### src/rtl/rotl_seq_unit.sv
// Sequential rotate-left unit: one bit position per clock, valid/ready on
// both sides. Inverts the combinational rotate-right barrel shifter.
module rotl_seq_unit #(
    parameter int WIDTH = 4,
    parameter int SHW   = 2
) (
    input  logic             clk,
    input  logic             rst,
    input  logic             in_valid,
    output logic             in_ready,
    input  logic [WIDTH-1:0] data_in,
    input  logic [SHW-1:0]   amt,
    output logic             out_valid,
    input  logic             out_ready,
    output logic [WIDTH-1:0] data_out,
    output logic             busy
);

    typedef enum logic [1:0] {
        IDLE,
        SHIFT,
        DONE
    } state_t;

    state_t           state_q, state_d;
    logic [WIDTH-1:0] data_q, data_d;
    logic [SHW-1:0]   cnt_q, cnt_d;

    always_ff @(posedge clk) begin
        if (rst) begin
            state_q <= IDLE;
            data_q  <= '0;
            cnt_q   <= '0;
        end else begin
            state_q <= state_d;
            data_q  <= data_d;
            cnt_q   <= cnt_d;
        end
    end

    always_comb begin
        state_d = state_q;
        data_d  = data_q;
        cnt_d   = cnt_q;
        unique case (state_q)
            IDLE: begin
                if (in_valid) begin
                    data_d  = data_in;
                    cnt_d   = amt;
                    state_d = (amt == '0) ? DONE : SHIFT;
                end
            end
            SHIFT: begin
                data_d = {data_q[WIDTH-2:0], data_q[WIDTH-1]};
                cnt_d  = cnt_q - 1'b1;
                if (cnt_q == SHW'(1)) begin
                    state_d = DONE;
                end
            end
            DONE: begin
                // A pending input word is not accepted here; it waits for IDLE.
                if (out_ready) begin
                    state_d = IDLE;
                end
            end
            default: state_d = IDLE;
        endcase
    end

    assign in_ready  = (state_q == IDLE);
    assign out_valid = (state_q == DONE);
    assign busy      = (state_q != IDLE);
    assign data_out  = data_q;

endmodule

### config.mk
export PLATFORM = sky130hd
export DESIGN_NAME = rotl_seq_unit
export DESIGN_NICKNAME = d
export VERILOG_FILES = /design/src/rtl/rotl_seq_unit.sv
export SDC_FILE = /design/constraint.sdc
export NUM_CORES = 1
export LEC_CHECK = 0
export CAP_MARGIN = 10
export CORE_AREA = 3 3 40 42
export DETAILED_ROUTE_END_ITERATION = 16
export DIE_AREA = 0 0 43 45
export GPL_ROUTABILITY_DRIVEN = 0
export PLACE_DENSITY = 0.72
export SLEW_MARGIN = 10
export SYNTH_ARGS = -nofsm -noshare
export SYNTH_HDL_FRONTEND = slang
export SYNTH_SLANG_ARGS = --single-unit
### constraint.sdc
create_clock -name clk -period 1.2 [get_ports clk]
set_input_delay 0.24 -clock clk [delete_from_list [all_inputs] [get_ports clk]]
set_output_delay 0.24 -clock clk [all_outputs]
set_load 0.05 [all_outputs]
==> results_dict.tcl <==
set metrics [dict create \
    clkTransAtPathRegs_ns 0.06 \
    crit_start "state_q[0]$_SDFFE_PP0P_" \
    synth-simple-area-share_pct 18.04 \
    fp.dieH_um 45 \
    routed_via_density 5.094 \
    netSwitchingPower_mw 0.3633 \
    die_area_um2 1935 \
    max_stage_delay_ns 0.35 \
    p_int_mw 0.6668 \
    start_util_pct 37.78 \
    synth_cell_types 23 \
    synth_largest_area_cell "dfxtp_1" \
    fin_skew_ns 0.007481 \
    yosysTopAreaCellShare_pct 32.99 \
    grt_max_degree 11 \
    dp_hpwl_um 701.5 \
    critPathCaptureType "output pin" \
    cp.required_ns 0.96 \
    clkPwrFrac_pct 20.2 \
    synth_mux_area_share_pct 12.63 \
    mostFrequentLayoutCells "clkdlybuf4s50_1, buf_12, buf_4, dfxtp_1" \
    fin_util_pct 63.78 \
    yosys_warnings 0 \
    clockRootBuffer "clkbuf_4" \
    ir_drop_v 0.0006166 \
    cp_max_fo 4 \
    pwr-share-seq_pct 32.6 \
    slew_headroom_pct 84.33 \
    synth_xor_area_share_pct 0 \
    arrival_ns 1.07 \
    drc 0 \
    syn-num-nets 57 \
    cts_max_level 1 \
    drt-total-wl_um 1082 \
    seq_area_frac_synth_pct 32.99 \
    clock_sinks 8 \
    finalSetupViolations 3 \
    power_mw 1.030 \
    cp_cell_sequence "or2_4, clkinvlp_4, buf_12" \
    cts_max_path_buffers 2 \
    ios 17 \
    tightestPinTransition_ns 0.2336 \
    n_antenna_cell 0 \
    fmax_ghz 0.7650 \
    synth_top_family_by_area "compound AO/OA/AOI/OAI gates" \
    critPathKind "register to output pin" \
    maxCapViolCount 0 \
    synth-adder-area-share_pct 2.577 \
    rsz0062_at_grt "true" \
    min_from "in_valid" \
    post_drt_wl_per_cell_um 12.73 \
    r2r-start "state_q[1]$_SDFFE_PP0P_" \
    portBuffers 16 \
    outcome "complete, but fails checks" \
    drt_iter0_markers 6 \
    area_growth_syn_to_layout_pct 68.81 \
    coreArea_um2 1285 \
    antenna_found_initial 0 \
    syn_avg_cell_area_um2 10.55 \
    post-route-period-util_pct 108.9 \
    numCtsBuffers 3 \
    fin_crit_ns 1.307 \
    die_w_um 43 \
    hold_viol_final 0 \
    fin_ws_ns -0.1072 \
    synth-compound-area-share_pct 23.45 \
    synth_area_leaders "dfxtp_1, a211oi_2, mux2i_1, nor2_2, buf_12" \
    pwr-share-comb_pct 47.2 \
    ys_seq_elements 8 \
    drive_gt1_share_pct 52.86 \
    grt_pass1_wl_um 1863 \
    syn-cell-area_um2 485.5 \
    grt_usage_pct 12.79 \
    start_kind "register" \
    postSynthCellCount 46 \
    finalHoldWorstSlack_ns 0.4818 \
    hp-class "input port to register" \
    overflow 0 \
    grt_pass1_vias 433 \
    cellPowerDensity_nw_per_um2 1257 \
    drtAntennaViolNets 0 \
    netSwitchingFraction_pct 35.27 \
    maxSlewViolCount 0 \
    cts_tree "built" \
    clkLatencyLatePin_ns 0.25 \
    via_count 433 \
    violations "negative setup slack" \
    drt_first_pass_iters 4 \
    p_leak_nw 0.3274 \
    final_nets 83 \
    rows 13 \
    cpMaxStageDelayCell "dfxtp_4" \
]
==> repair_timing <==
item | CTS | global route
setup endpoints to repair | 3 | 6
setup buffers | 4 | 0
hold buffers | 0 | 0
pin swaps | 1 | 1
resized for setup | 3 | 2
gates cloned | 0 | 1
==> power groups by stage <==
stage	clock, mW	sequential, mW	combinational (mW)
after global routing	0.227	0.340	0.516
final	0.208	0.336	0.486
after floorplan	0	0.389	0.235
after CTS	0.216	0.336	0.479
after global placement	0	0.352	0.444
after detailed placement	0	0.352	0.449
==> through the flow <==
stage          std cells  cell area (um2)  setup TNS [ns]  setup WS (ns)
2_1_floorplan         46            496.7        -0.05247       -0.05247
3_3_place_gp          77            742.0          -1.028        -0.1524
3_5_place_dp          77            742.0          -1.358        -0.2126
4_1_cts               84            800.8         -0.2679        -0.1198
5_1_grt               85            819.5         -0.3255        -0.1363
6_report              85            819.5         -0.2408        -0.1072
==> layout make-up <==
| type | instances | area (um2) |
|---|---|---|
| Fill cell | 101 | 465.4 |
| Timing Repair Buffer | 24 | 305.3 |
| Multi-Input combinational cell | 33 | 294.0 |
| Sequential cell | 8 | 167.7 |
| Clock buffer | 3 | 22.52 |
| Tap cell | 15 | 18.77 |
| Inverter | 2 | 11.26 |
==> critical path: cells and delay by family (launching register included) <==
| family | cells | cell delay, ns |
|---|---|---|
| buffers and inverters | 2 | 0.21 |
| AND/OR/NAND/NOR | 1 | 0.25 |
| flip-flops | 1 | 0.35 |
==> layer usage <==
layer | track usage (%) | routed length (um)
met1 | 14.15 | 480
met2 | 21.86 | 513
met3 | 3.984 | 89
met4 | 7.229 | 0
met5 | 0 | 0
==> cell usage after synthesis (all sizes together) <==
cell    number
nor2         6
nor3         2
mux2i        5
nor4b        1
dfxtp        8
o21a         1
and4bb       1
nor3b        1
a21oi        3
buf          4
a211oi       6
or2          1
mux2         1
o21ba        1
inv          2
o21ai        1
ha           1
and2b        1
==> sequential cells by signal (all words and copies together) (netlist names) <==
register,flops
data_out,4
state_q,2
cnt_q,2
==> cells by family after synthesis <==
logic type,Yosys count
compound gates,12
flops,8
buf+inv,6
mux,6
fa+ha+maj,1
simple gates,13
==> path summary, 6_finish.rpt <==
check / slack [ns] / cells past startpoint / endpoint
max: -0.11 / 3 / in_ready
min: 0.48 / 4 / state_q[0]$_SDFFE_PP0P_
max reg2reg: 0.12 / 4 / data_out[2]$_SDFFE_PP0P_
min reg2reg: 0.52 / 2 / cnt_q[1]$_SDFFE_PP0P_
No activity file was read; power rests on OpenSTA's default activity.
